**config.mk**
```make
export PLATFORM = sky130hd
export DESIGN_NAME = vga_timing_gen
export DESIGN_NICKNAME = d
export VERILOG_FILES = /design/src/rtl/vga_pkg.sv /design/src/rtl/vga_axis_cnt.sv /design/src/rtl/vga_timing_gen.sv
export SDC_FILE = /design/constraint.sdc
export NUM_CORES = 1
export LEC_CHECK = 0
export ABC_AREA = 1
export CAP_MARGIN = 20
export CELL_PAD_IN_SITES_DETAIL_PLACEMENT = 0
export CELL_PAD_IN_SITES_GLOBAL_PLACEMENT = 1
export CORE_MARGIN = 10
export CORE_UTILIZATION = 44
export CTS_BUF_LIST = sky130_fd_sc_hd__clkbuf_8
export DETAILED_ROUTE_END_ITERATION = 10
export PLACE_DENSITY = 0.95
export SYNTH_ARGS = -nofsm -noshare
export SYNTH_HDL_FRONTEND = slang
export SYNTH_SLANG_ARGS = --single-unit
```
**constraint.sdc**
```tcl
create_clock -name clock -period 4.19 [get_ports clock]
set_input_delay 0.6285 -clock clock [delete_from_list [all_inputs] [get_ports clock]]
set_output_delay 0.6285 -clock clock [all_outputs]
set_load 0.02 [all_outputs]
```
**src/rtl/vga_pkg.sv**
```systemverilog
// Shared VGA timing descriptor type and a couple of standard mode tables.
package vga_pkg;

    localparam int unsigned VGA_CNT_W = 16;

    typedef struct packed {
        logic [VGA_CNT_W-1:0] act;
        logic [VGA_CNT_W-1:0] fp;
        logic [VGA_CNT_W-1:0] sync;
        logic [VGA_CNT_W-1:0] bp;
    } vga_timing_t;

    localparam vga_timing_t VGA_720x400_H = '{act: 16'd720, fp: 16'd18, sync: 16'd108, bp: 16'd54};
    localparam vga_timing_t VGA_720x400_V = '{act: 16'd400, fp: 16'd12, sync: 16'd2,   bp: 16'd35};
    localparam vga_timing_t VGA_640x480_H = '{act: 16'd640, fp: 16'd16, sync: 16'd96,  bp: 16'd48};
    localparam vga_timing_t VGA_640x480_V = '{act: 16'd480, fp: 16'd10, sync: 16'd2,   bp: 16'd33};

endpackage

```
**src/rtl/vga_axis_cnt.sv**
```systemverilog
// One timing axis: wrapping position counter with registered sync/active/coordinate decode.
// Region order along the axis is sync, back porch, active, front porch.
module vga_axis_cnt #(
    parameter int unsigned CNT_W = 16,
    parameter int unsigned ACT   = 720,
    parameter int unsigned FP    = 18,
    parameter int unsigned SYNC  = 108,
    parameter int unsigned BP    = 54,
    parameter bit          POL   = 1'b0
) (
    input  logic             clock,
    input  logic             rst_i,
    input  logic             i_en,
    output logic             o_wrap,
    output logic             o_last_nxt,
    output logic             o_active_nxt,
    output logic             o_sync,
    output logic             o_active,
    output logic [CNT_W-1:0] o_coord
);

    localparam logic [CNT_W-1:0] SYNC_END = CNT_W'(SYNC);
    localparam logic [CNT_W-1:0] START    = CNT_W'(SYNC + BP);
    localparam logic [CNT_W-1:0] STOP     = CNT_W'(SYNC + BP + ACT);
    localparam logic [CNT_W-1:0] LAST     = CNT_W'(SYNC + BP + ACT + FP - 1);

    logic [CNT_W-1:0] r_cnt;
    logic [CNT_W-1:0] w_cnt_nxt;
    logic             w_sync_nxt;
    logic             r_sync;
    logic             r_active;
    logic [CNT_W-1:0] r_coord;

    assign o_wrap = (r_cnt == LAST);

    always_comb begin
        w_cnt_nxt = r_cnt;
        if (i_en) begin
            w_cnt_nxt = o_wrap ? '0 : r_cnt + CNT_W'(1);
        end
    end

    // Decoding the next count keeps the registered outputs aligned with the counter.
    assign w_sync_nxt   = (w_cnt_nxt < SYNC_END);
    assign o_active_nxt = (w_cnt_nxt >= START) && (w_cnt_nxt < STOP);
    assign o_last_nxt   = (w_cnt_nxt == LAST);

    always_ff @(posedge clock) begin
        if (rst_i) begin
            r_cnt    <= '0;
            r_sync   <= POL;
            r_active <= 1'b0;
            r_coord  <= '0;
        end else begin
            r_cnt    <= w_cnt_nxt;
            r_sync   <= w_sync_nxt ? POL : ~POL;
            r_active <= o_active_nxt;
            r_coord  <= o_active_nxt ? (w_cnt_nxt - START) : '0;
        end
    end

    assign o_sync   = r_sync;
    assign o_active = r_active;
    assign o_coord  = r_coord;

endmodule

```
**src/rtl/vga_timing_gen.sv**
```systemverilog
// Parametrised VGA timing generator with pixel clock enable and linear pixel address.
// Defining VGA_TIMING_FRAME_CNT_EN adds the 16-bit frame counter output frame_o.
module vga_timing_gen
    import vga_pkg::*;
#(
    parameter int unsigned H_ACT  = 32'(VGA_720x400_H.act),
    parameter int unsigned H_FP   = 32'(VGA_720x400_H.fp),
    parameter int unsigned H_SYNC = 32'(VGA_720x400_H.sync),
    parameter int unsigned H_BP   = 32'(VGA_720x400_H.bp),
    parameter int unsigned V_ACT  = 32'(VGA_720x400_V.act),
    parameter int unsigned V_FP   = 32'(VGA_720x400_V.fp),
    parameter int unsigned V_SYNC = 32'(VGA_720x400_V.sync),
    parameter int unsigned V_BP   = 32'(VGA_720x400_V.bp),
    parameter bit          H_POL  = 1'b0,
    parameter bit          V_POL  = 1'b1,
    parameter int unsigned CNT_W  = 16,
    parameter int unsigned ADDR_W = 19
) (
    input  logic              clock,
    input  logic              rst_i,
    input  logic              pix_ce_i,
    output logic              hs,
    output logic              vs,
    output logic              h_active,
    output logic              v_active,
    output logic              de,
    output logic              eol,
    output logic              eos,
    output logic [CNT_W-1:0]  x,
    output logic [CNT_W-1:0]  y,
    output logic [ADDR_W-1:0] pixel
`ifdef VGA_TIMING_FRAME_CNT_EN
    ,
    output logic [15:0]       frame_o
`endif
);

    localparam longint unsigned H_TOTAL = 64'(H_SYNC) + 64'(H_BP) + 64'(H_ACT) + 64'(H_FP);
    localparam longint unsigned V_TOTAL = 64'(V_SYNC) + 64'(V_BP) + 64'(V_ACT) + 64'(V_FP);

    if (H_ACT < 1 || H_FP < 1 || H_SYNC < 1 || H_BP < 1 || V_ACT < 1 || V_FP < 1 ||
        V_SYNC < 1 || V_BP < 1 || CNT_W < 1 || ADDR_W < 1) begin : g_bad_zero
        $fatal(1, "vga_timing_gen: every size parameter must be at least 1");
    end
    if (H_TOTAL >= (64'd1 << CNT_W) || V_TOTAL >= (64'd1 << CNT_W)) begin : g_bad_cnt_w
        $fatal(1, "vga_timing_gen: CNT_W too narrow for the line/frame totals");
    end
    if (64'(H_ACT) * 64'(V_ACT) > (64'd1 << ADDR_W)) begin : g_bad_addr_w
        $fatal(1, "vga_timing_gen: ADDR_W too narrow for the active area");
    end

    logic              w_h_wrap;
    logic              w_h_last_nxt;
    logic              w_h_act_nxt;
    logic              w_v_en;
    logic              w_v_wrap_unused;
    logic              w_v_last_nxt;
    logic              w_v_act_nxt;
    logic              r_de;
    logic              r_eol;
    logic              r_eos;
    logic [ADDR_W-1:0] r_pixel;

    vga_axis_cnt #(
        .CNT_W (CNT_W),
        .ACT   (H_ACT),
        .FP    (H_FP),
        .SYNC  (H_SYNC),
        .BP    (H_BP),
        .POL   (H_POL)
    ) u_h_axis (
        .clock        (clock),
        .rst_i        (rst_i),
        .i_en         (pix_ce_i),
        .o_wrap       (w_h_wrap),
        .o_last_nxt   (w_h_last_nxt),
        .o_active_nxt (w_h_act_nxt),
        .o_sync       (hs),
        .o_active     (h_active),
        .o_coord      (x)
    );

    assign w_v_en = w_h_wrap & pix_ce_i;

    vga_axis_cnt #(
        .CNT_W (CNT_W),
        .ACT   (V_ACT),
        .FP    (V_FP),
        .SYNC  (V_SYNC),
        .BP    (V_BP),
        .POL   (V_POL)
    ) u_v_axis (
        .clock        (clock),
        .rst_i        (rst_i),
        .i_en         (w_v_en),
        .o_wrap       (w_v_wrap_unused),
        .o_last_nxt   (w_v_last_nxt),
        .o_active_nxt (w_v_act_nxt),
        .o_sync       (vs),
        .o_active     (v_active),
        .o_coord      (y)
    );

    always_ff @(posedge clock) begin
        if (rst_i) begin
            r_de    <= 1'b0;
            r_eol   <= 1'b0;
            r_eos   <= 1'b0;
            r_pixel <= '0;
        end else if (pix_ce_i) begin
            r_de  <= w_h_act_nxt & w_v_act_nxt;
            r_eol <= w_h_last_nxt;
            r_eos <= w_h_last_nxt & w_v_last_nxt;
            // Address counts pixels already shown; the frame boundary restarts it.
            if (r_eos) begin
                r_pixel <= '0;
            end else if (r_de) begin
                r_pixel <= r_pixel + ADDR_W'(1);
            end
        end
    end

    assign de    = r_de;
    assign eol   = r_eol;
    assign eos   = r_eos;
    assign pixel = r_pixel;

`ifdef VGA_TIMING_FRAME_CNT_EN
    logic [15:0] r_frame;

    always_ff @(posedge clock) begin
        if (rst_i) begin
            r_frame <= '0;
        end else if (pix_ce_i && r_eos) begin
            r_frame <= r_frame + 16'd1;
        end
    end

    assign frame_o = r_frame;
`endif

endmodule

```
=== After elaboration in Yosys (flattened, before gate mapping) ===
Cells that the tools add are included.

* Register bits after elaboration: 90
* Latch bits: 0
* Bits in writable memories: 0
* ROM bits: 0
* Input bits: 3
* Output and inout port bits: 58
* Logic and storage cells: 46
* Memories: 0

* $add $sub $neg: 5
* Multiply operators: 0
* Divide/modulo/power cells: 0
* Order comparisons: 6
* Eq/ne operators: 4
* Shifts and indexed selects: 0
* Multiplexer cells: 8
* Bitwise gates (word level): 5
* Reduce and logical (&&, ||, !) cells: 6

{| class="wikitable"
|+ Operator list
! kind !! number
|-
| 16-bit two-way mux || 4
|-
| 19-bit two-way mux || 2
|-
| 16-bit by 1-bit adder with 16-bit output (second input constant) || 2
|-
| 16-bit by 10-bit == test with 1-bit output (second input constant) || 2
|-
| 16-bit by 9-bit == test with 1-bit output (second input constant) || 2
|-
| 19-bit by 1-bit adder with 19-bit output (second input constant) || 1
|-
| 16-bit by 6-bit greater-or-equal comparator with 1-bit output (second input constant) || 1
|-
| 16-bit by 8-bit greater-or-equal comparator with 1-bit output (second input constant) || 1
|-
| 16-bit by 10-bit < comparator with 1-bit output (second input constant) || 1
|-
| 16-bit by 2-bit < comparator with 1-bit output (second input constant) || 1
|-
| 16-bit by 7-bit < comparator with 1-bit output (second input constant) || 1
|-
| 16-bit by 9-bit < comparator with 1-bit output (second input constant) || 1
|-
| 16-bit by 6-bit subtractor with 16-bit output (second input constant) || 1
|-
| 16-bit by 8-bit subtractor with 16-bit output (second input constant) || 1
|-
| 2-bit OR reduction || 2
|-
| 1-bit AND || 3
|-
| 1-bit logical AND || 2
|-
| 1-bit two-way mux || 2
|-
| 1-bit NOT || 2
|-
| 2-bit AND reduction || 1
|-
| 2-bit nonzero test || 1
|}

=== Logic depth before layout (Yosys ltp) ===
Gate-level depths: netlist of run 1.

* Depth after elaboration: 7
* Depth in mapped cells: 19
* Depth with buffers taken out: 17

=== Cells and area by module ===
From an unflattened synthesis of run 1, not the netlist that was laid out.

* Cells, all modules: 865
* Area, all modules: 5,530.3 µm²

{| class="wikitable"
|+ Modules (own cells, without submodules)
! module !! times used !! cells an instance !! area each (µm²) !! seq. area each (µm²)
|-
| vga_axis_cnt (u_v_axis) || 1 || 360 || 2,234.6 || 680.7
|-
| vga_axis_cnt (u_h_axis) || 1 || 330 || 2,170.8 || 680.7
|-
| vga_timing_gen || 1 || 175 || 1,124.8 || 440.4
|}

=== Worst setup path after synthesis of run 1 ===
Ideal clock, no wire load.

* Kind: register -> register
* Start: reg u_h_axis.r_cnt[0]
* End: reg u_v_axis.r_coord[15], in the netlist u_v_axis.o_coord[15]
* Setup time: 0.114 ns
* Arrival: 2.421 ns
* Required time: 4.076 ns
* Setup slack: 1.656 ns
* Stages on the path, launching flop included: 18
* Path buffers: 2
* Period minus slack after synthesis: 2.534 ns
* Cells stage by stage: dfxtp_1 ha_1 nand2_1 nor2_2 nand3_2 buf_6 o21ai_0 inv_1 ha_1 inv_1 nand3_1 nand2_1 nand3_1 nand2_1 nand2_1 nand3_4 buf_6 nor2_2

* Cells in the longest elaborated chain, start to end: 7
* Elaborated cells between the ends (all ways): 9
* Classes of those cells: add/sub: 1; order compare: 2; eq/ne: 1; mux: 1; bitwise: 2; reduce/logical: 2

{| class="wikitable"
|+ Ends and longest elaborated chain
! element !! line !! source
|-
| start: declaration || vga_axis_cnt.sv:27 || <nowiki>logic [CNT_W-1:0] r_cnt;</nowiki>
|-
| start signal: assignment || vga_axis_cnt.sv:55 || <nowiki>r_cnt <= w_cnt_nxt;</nowiki>
|-
| 16-bit by 10-bit == test with 1-bit output (*) || vga_axis_cnt.sv:34 || <nowiki>assign o_wrap = (r_cnt == LAST);</nowiki>
|-
| 1-bit AND (*) || vga_timing_gen.sv:83 || <nowiki>assign w_v_en = w_h_wrap & pix_ce_i;</nowiki>
|-
| 16-bit two-way mux (*) || vga_axis_cnt.sv:38 || <nowiki>if (i_en) begin</nowiki>
|-
| 16-bit by 6-bit greater-or-equal comparator with 1-bit output / 16-bit by 9-bit < comparator with 1-bit output (equally long branches) || vga_axis_cnt.sv:45 || <nowiki>assign o_active_nxt = (w_cnt_nxt >= START) && (w_cnt_nxt < STOP);</nowiki>
|-
| 1-bit logical AND || vga_axis_cnt.sv:45 ||
|-
| 1-bit NOT (no line) || -- ||
|-
| 2-bit OR reduction (no line) || -- ||
|-
| end signal: assignment || vga_axis_cnt.sv:58 || <nowiki>r_coord <= o_active_nxt ? (w_cnt_nxt - START) : '0;</nowiki>
|-
| end: declaration || vga_axis_cnt.sv:32 || <nowiki>logic [CNT_W-1:0] r_coord;</nowiki>
|}

Every way passes the cells marked *; elsewhere a longest branch is shown, timed or not.
A chain may end at the register's enable or synchronous reset.

=== Worst setup path after layout of run 1 ===
* Start: in pix_ce_i
* End: reg r_de, in the netlist de

* Cells in the longest elaborated chain, start to end: 5
* Elaborated cells between the ends (all ways): 10
* Classes of those cells: order compare: 4; mux: 2; bitwise: 2; reduce/logical: 2

{| class="wikitable"
|+ Ends and longest elaborated chain
! element !! line !! source
|-
| start: declaration || vga_timing_gen.sv:21 || <nowiki>input logic pix_ce_i,</nowiki>
|-
| 1-bit AND || vga_timing_gen.sv:83 ||
|-
| 16-bit two-way mux || vga_axis_cnt.sv:38 ||
|-
| 16-bit by 6-bit greater-or-equal comparator with 1-bit output / 16-bit by 9-bit < comparator with 1-bit output (equally long branches) || vga_axis_cnt.sv:45 ||
|-
| 1-bit logical AND || vga_axis_cnt.sv:45 ||
|-
| 1-bit AND || vga_timing_gen.sv:111 || <nowiki>r_de <= w_h_act_nxt & w_v_act_nxt;</nowiki>
|-
| end signal: assignment || vga_timing_gen.sv:111 ||
|-
| end: declaration || vga_timing_gen.sv:59 || <nowiki>logic r_de;</nowiki>
|}

Parallel ways exist; a longest one is shown, timed or not.

==> results by group, run 1 <==
Run status
  • Status: complete, no violations

GRT
  • Total grt overflow: 0
  • Number of global-route vias before repair: 4559
  • Largest net degree at the start of global routing: 36
  • Initial antenna violation count: 0
  • First-pass GRT wire length: 22100 um
  • GRT Util Overall: between 10% and 20%

Timing
  • Worst-Margin Slew: ~800 ps
  • Final hold violations: 0
  • Max Clk Rate: between 300 and 400 MHz
  • Setup-violating endpoint count in the final report: 0
  • Max-slew violations: 0
  • Final clock skew: 9.25 ps
  • RSZ-0062 raised after global routing: no
  • Total Neg Setup Slack: 0 ps
  • Normalized max-slew margin: between 40% and 50%
  • Final worst-path cycle share: 79.2%
  • Final min period: ~3300 ps

Floorplanning
  • Starting Density: 45.3%
  • Die Y: ~130 um
  • IO Count: between 60 and 70
  • Width of the die: 126 um
  • Standard-cell row count: 38
  • Die ar.: 0.0158 mm2
  • Core Region: ~0.011 mm2

Setup path
  • CP cell instances: clkdlybuf4s50_1 > buf_4 > nand3_2 > o21ai_0 > inv_1 > ha_1 > inv_1 > nand3_1 > nand3_2 > nand2_1 > nand3_2 > nand3_4 > o21ai_0
  • Stages on worst setup path: 13
  • Top delay family on crit path: simple AND/OR/NAND/NOR gates
  • Worst path max stage delay: 510 ps
  • Slowest cell on crit path: o21ai_0
  • Buffers & Inverters on Critical Path: 4
  • CP most frequent cell: nand3_2
  • Setup Crit Path Kind: in2reg
  • CP endpoint: de
  • Worst EP arrival: 3620 ps
  • Max FO, Critical Path: 20
  • Startpoint types: input port
  • Critical R2R Capture: de
  • Worst Path Required: 4490 ps
  • RR Startpoint: u_h_axis.r_cnt[0]
  • R2R setup slack: around 890 ps
  • CP startpoint: pix_ce_i
  • Crit. End Element: register
  • Reg2reg path depth: 14

Power
  • Worst IR Drop VDD: 0.000283 V
  • Power Dens Cells: 276 mW/mm2
  • Static Leak: roughly 2.6 nW

Place
  • Placed insts: 922
  • Area after DPL: about 0.0056 mm2
  • Input/output buffers: 60
  • HPWL Detailed: 10300 um
  • Final GP Congestion: 0.915

Drt
  • Drt wl/cell: 14.1 um
  • Detailed Route WL: 13200 um
  • Initial drt markers: around 320
  • Vias per cell: 5.03
  • DRC: 0
  • Via Count: 4718
  • Drt first pass iters: 7
  • Antenna viol nets, final: 0

Yosys
  • Cell area after technology mapping: 0.00493 mm2
  • Syn_nets: 742
  • Distinct cell type count after synthesis: 40
  • Sequential fraction of the synthesis area: between 30% and 40%
  • Register bit total from synthesis: 90
  • YS warnings: 0
  • Largest cells by area after synthesis: dfxtp_1, nand2_1, nor2_1
  • Share of the synthesized area in the top cell type: between 30% and 40%
  • Cell count after synthesis: 731
  • Avg Cell Area, Syn: 6.75 um2
  • Post-synthesis cell type with the largest combined area: dfxtp_1

Finish
  • Layout cell share with drive strength beyond 1: about an eighth
  • Final Cell Area: 0.00588 mm2
  • Layout Cells excl Fill: about 940
  • Ant diodes: 0
  • Layout Nets: between 800 and 900
  • Area Overhead vs Synth: 19.2%

Clock tree
  • TritonCTS clock tree: done
  • Clock Pin Slew Worst Setup and Hold Paths: 90 ps
  • # clock sinks: 90
  • Hold Buf Count CTS: 0
  • Clock buffer depth: 2
  • Clock root buffer master: clkbuf_8
  • Resized Gates After CTS: 0
  • H-tree Lvls: 3
  • Clk Latency, worst-skew pair: 370 ps
  • Num CTS Buffers: 9
  • Post-CTS Setup Inserts: 0

Run
  • MaxCap Viol Count: 0

Min path
  • Hold Path Class: reg2reg
[cell usage in the layout, fill, tap and decap left out, drive strengths merged]
master / synthesis / final
clkbuf: 5 / 9
bufinv: 0 / 3
or2: 2 / 2
nand2: 195 / 195
clkinvlp: 0 / 1
o21a: 2 / 2
o21bai: 3 / 3
xnor2: 2 / 2
o221a: 1 / 1
dfxtp: 90 / 90
nor4: 1 / 1
a21oi: 30 / 30
nand3b: 3 / 3
nand4: 18 / 18
inv: 99 / 100
o211ai: 1 / 1
a31oi: 2 / 2
o31ai: 1 / 1
xor2: 11 / 11
ha: 8 / 8
and3: 1 / 1
clkinv: 1 / 3
nor2: 144 / 144
clkdlybuf4s50: 0 / 60
o21ba: 1 / 1
buf: 6 / 2
nand3: 65 / 65
o21ai: 22 / 22
nor3: 15 / 15
nor3b: 2 / 2
[power by group]
| group | internal, mW | switching, mW | total (mW) | leakage [nW] |
|---|---|---|---|---|
| Sequential | 0.856 | 0.00177 | 0.858 | 0.725 |
| Combinational | 0.0140 | 0.0324 | 0.0464 | 1.79 |
| Clock | 0.396 | 0.320 | 0.716 | 0.120 |
| Total | 1.27 | 0.354 | 1.62 | 2.64 |
[metal layers]
layer  vias up  wire length, um  share of wire, %  GRT usage (%)
met4         0              339               2.6           6.03
met3        22              639               4.8           4.70
met5         -                0                 0              0
li1       2431                -                 -              -
met1      2161             5880                44           19.3
met2       104             6360                48           27.7
[flip-flops by register name, summed over array words and instances, names as in the netlist, 16 cells and up]
register          flops
pixel                19
u_v_axis.r_cnt       16
u_h_axis.o_coord     16
u_h_axis.r_cnt       16
u_v_axis.o_coord     16
[Yosys cell counts, drive strengths merged]
library cell / n
o211ai: 1
nor4: 1
o21ba: 1
nand4: 18
o21ai: 22
ha: 8
a31oi: 2
nand2: 195
o221a: 1
inv: 99
dfxtp: 90
nor3b: 2
clkinv: 1
nor3: 15
buf: 6
o21bai: 3
a21oi: 30
o31ai: 1
nand3: 65
clkbuf: 5
or2: 2
and3: 1
nor2: 144
o21a: 2
xor2: 11
nand3b: 3
xnor2: 2
[cell families (layout without fill, tap and decap cells)]
kind of cell	after synthesis	after routing	share of synthesized area (%)
AOI/OAI and AO/OA	63	63	7.64
DFF	90	90	36.5
xor gates and xnor gates	13	13	2.46
and+or+nand+nor	446	446	42.0
buffers and inverters	111	178	9.36
adders and majority gates	8	8	2.03
[worst min path at each step]
stage / startpoint / end / cells after the start
after detailed placement: pixel[18] / pixel[18] / 1
after CTS: pixel[18] / pixel[18] / 1
after global placement: pixel[18] / pixel[18] / 1
after floorplan: u_v_axis.r_cnt[15] / u_v_axis.r_cnt[15] / 2
final: pixel[18] / pixel[18] / 1
after global routing: pixel[18] / pixel[18] / 1
[through the flow]
step	power, mW	hold slack (ps)	utilization [%]	setup slack (ps)
global route	1.67	485	54.0	613
global placement	0.923	436	51.8	709
finish	1.62	451	54.0	870
detailed placement	0.924	442	51.8	535
CTS	1.64	455	54.0	936
floorplan	0.911	488	-	1660
[layout make-up]
type | count | area, um2
multi-input combinational | 530 | 2670
tap | 140 | 175
clock inverter | 7 | 116
fill | 1100 | 5010
timing repair buffer | 62 | 616
clock buffer | 9 | 124
sequential | 90 | 1800
inverter | 100 | 375
(Power assumes the default switching activity.)
==> inputs of run 2 (changes only) <==
--- a/config.mk
+++ b/config.mk
@@ -10,10 +10,10 @@
 export CELL_PAD_IN_SITES_DETAIL_PLACEMENT = 0
 export CELL_PAD_IN_SITES_GLOBAL_PLACEMENT = 1
 export CORE_MARGIN = 10
-export CORE_UTILIZATION = 44
+export CORE_UTILIZATION = 37
 export CTS_BUF_LIST = sky130_fd_sc_hd__clkbuf_8
 export DETAILED_ROUTE_END_ITERATION = 10
-export PLACE_DENSITY = 0.95
+export PLACE_DENSITY = 0.86
 export SYNTH_ARGS = -nofsm -noshare
 export SYNTH_HDL_FRONTEND = slang
 export SYNTH_SLANG_ARGS = --single-unit
==> constraint.sdc (replaced) <==
create_clock -name clock -period 2.7 [get_ports clock]
set_input_delay 0.405 -clock clock [delete_from_list [all_inputs] [get_ports clock]]
set_output_delay 0.405 -clock clock [all_outputs]
set_load 0.02 [all_outputs]
==> run 2 against run 1 <==
Core utilization is 3.7 points lower. Register-to-register slack worse by 610 ps. Die area up 16%. Final area up 12%. Sequential cell count unchanged. Combinational power grew 110%. Clock power is 14% higher. Largest power group unchanged. Critical path depth did not move. Global-route usage down 1.3 points. Routed wire length rose by 4.1%. Non-clock buffer count rose by 90. Total power is 39% higher.
==> results by group, run 2 (synthesis results as in run 1) <==
Clock tree
  • Clock buffer depth: 2
  • Clock Pin Slew Worst Setup and Hold Paths: 90 ps
  • Clk Latency, worst-skew pair: approximately 360 ps
  • Num CTS Buffers: 9
  • H-tree Lvls: 3
  • Hold Buf Count CTS: 0
  • TritonCTS clock tree: done
  • Clock root buffer master: clkbuf_8
  • # clock sinks: 90

Place
  • Placed insts: 1046
  • HPWL Detailed: 10900 um
  • Input/output buffers: 60
  • Final GP Congestion: 0.906

Finish
  • Ant diodes: 0
  • Final core utilization: 50.3%
  • Layout cell share with drive strength beyond 1: ~22%
  • Most common cell after layout, fill and taps aside: nand2_1
  • Flip-flop count of the largest register after layout: 19
  • Layout Nets: 896
  • Layout Cells excl Fill: 1065
  • Area Overhead vs Synth: 33.9%
  • Commonest non-fill, non-tap cells in the layout: nand2_1, nor2_1, buf_4

Power
  • Worst IR Drop VDD: 0.000314 V
  • Static Leak: 3.05 nW
  • Power Dens Cells: 340 mW/mm2

Setup path
  • RR Startpoint: u_h_axis.r_cnt[1]
  • Worst EP arrival: 2850 ps
  • Worst path max stage delay: 620 ps
  • Crit. End Element: register
  • Reg2reg path depth: 16
  • Slowest cell on crit path: clkdlybuf4s50_1
  • R2R setup slack: 280 ps
  • Worst Path Required: 3010 ps
  • Startpoint types: input port
  • CP endpoint: eos
  • CP startpoint: pix_ce_i
  • CP most frequent cell: nand3_1
  • CP cell instances: clkdlybuf4s50_1 > buf_4 > nand2_2 > nor2_4 > nand3_2 > nand2_1 > nand3_1 > inv_1 > nand3_1 > nor3_1 > buf_4 > nand3_1 > nand2_1
  • Max FO, Critical Path: 5
  • Critical R2R Capture: u_v_axis.o_active
  • Setup Crit Path Kind: in2reg

Floorplanning
  • Die Y: about 140 um
  • Standard-cell row count: 42
  • Die ar.: 0.0183 mm2
  • Core Region: 0.0131 mm2
  • Width of the die: 135 um
  • IO Count: between 60 and 70
  • Starting Density: 37.5%

GRT
  • Initial antenna violation count: 0
  • GRT Util Overall: 15.1%
  • First-pass GRT wire length: 22900 um
  • Number of global-route vias before repair: approximately 4700
  • Total grt overflow: 0
  • Largest net degree at the start of global routing: 21

Drt
  • Vias per cell: 4.67
  • Initial drt markers: 283
  • Antenna viol nets, final: 0
  • Drt first pass iters: 5
  • Detailed Route WL: 13800 um
  • Drt wl/cell: 12.9 um
  • Via Count: 4977
  • DRC: 0

Timing
  • Hold WS: roughly 450 ps
  • Max-slew violations: 0
  • Normalized max-slew margin: 70.7%
  • Final hold violations: 0
  • Final worst-path cycle share: between 90% and 100%
  • Final clock skew: approximately 12 ps
  • RSZ-0062 raised after global routing: no
  • Total Neg Setup Slack: 0 ps
  • Worst-Margin Slew: roughly 440 ps
  • Setup-violating endpoint count in the final report: 0
  • Final min period: 2540 ps
  • Max Clk Rate: 394 MHz

Run
  • MaxCap Viol Count: 0

Run status
  • Status: complete, no violations

Min path
  • Hold Path Class: reg2reg
run 2: cell types whose count changed in the layout (fill, tap and decap cells not counted), sizes merged:
cell,delta
nand3,+2
bufinv,-3
buf,+90
clkinvlp,+1
clkbuf,+1
run 2: stage by stage:
step | worst slack [ps] | cell area (um2) | power (mW)
after floorplan | 166 | 4930 | 1.41
after global placement | -142 | 6340 | 1.46
after detailed placement | -173 | 6340 | 1.46
after CTS | 38.8 | 6510 | 2.27
after global routing | 6.43 | 6600 | 2.33
final | 162 | 6600 | 2.24
run 2: repair_timing:
item | CTS | global route
endpoints found under the setup margin | 0 | 31
resized for setup | 0 | 13
buffers inserted | 0 | 2
run 2: worst max-delay path: cells and delay by family:
| family | cells | cell delay (ps) |
|---|---|---|
| buffers and inverters | 4 | 1150 |
| AND/OR/NAND/NOR | 9 | 1300 |
run 2: how the worst min path moves through the flow:
stage | from | depth (start not counted) | slack, ps | to
detailed placement | pixel[18] | 1 | 440 | pixel[18]
finish | pixel[18] | 1 | 450 | pixel[18]
global placement | pixel[18] | 1 | 440 | pixel[18]
floorplan | u_v_axis.r_cnt[15] | 2 | 490 | u_v_axis.r_cnt[15]
global route | pixel[18] | 1 | 470 | pixel[18]
CTS | pixel[18] | 1 | 460 | pixel[18]
run 2: area by class of cell:
class	count	area, um2
Clock buffer	10	138
Clock inverter	5	32.5
Fill cell	1350	6540
Inverter	100	375
Multi-Input combinational cell	532	2730
Sequential cell	90	1810
Tap cell	176	220
Timing Repair Buffer	152	1300
run 2: where the power goes:
group / switching, mW / leakage, nW / internal, mW / total [mW]
Combinational: 0.0581 / 2.23 / 0.0386 / 0.0967
Sequential: 0.00238 / 0.727 / 1.33 / 1.33
Clock: 0.466 / 0.0855 / 0.351 / 0.817
run 2: routing by layer:
layer | routed length, um | part of all wire [%] | track usage (%) | vias to the layer above
li1 | - | - | - | 2617
met1 | 6400 | 46 | 19.1 | 2245
met2 | 6560 | 48 | 25.4 | 99
met3 | 618 | 4.5 | 3.23 | 16
met4 | 190 | 1.4 | 3.77 | 0
met5 | 0 | 0 | 0 | -
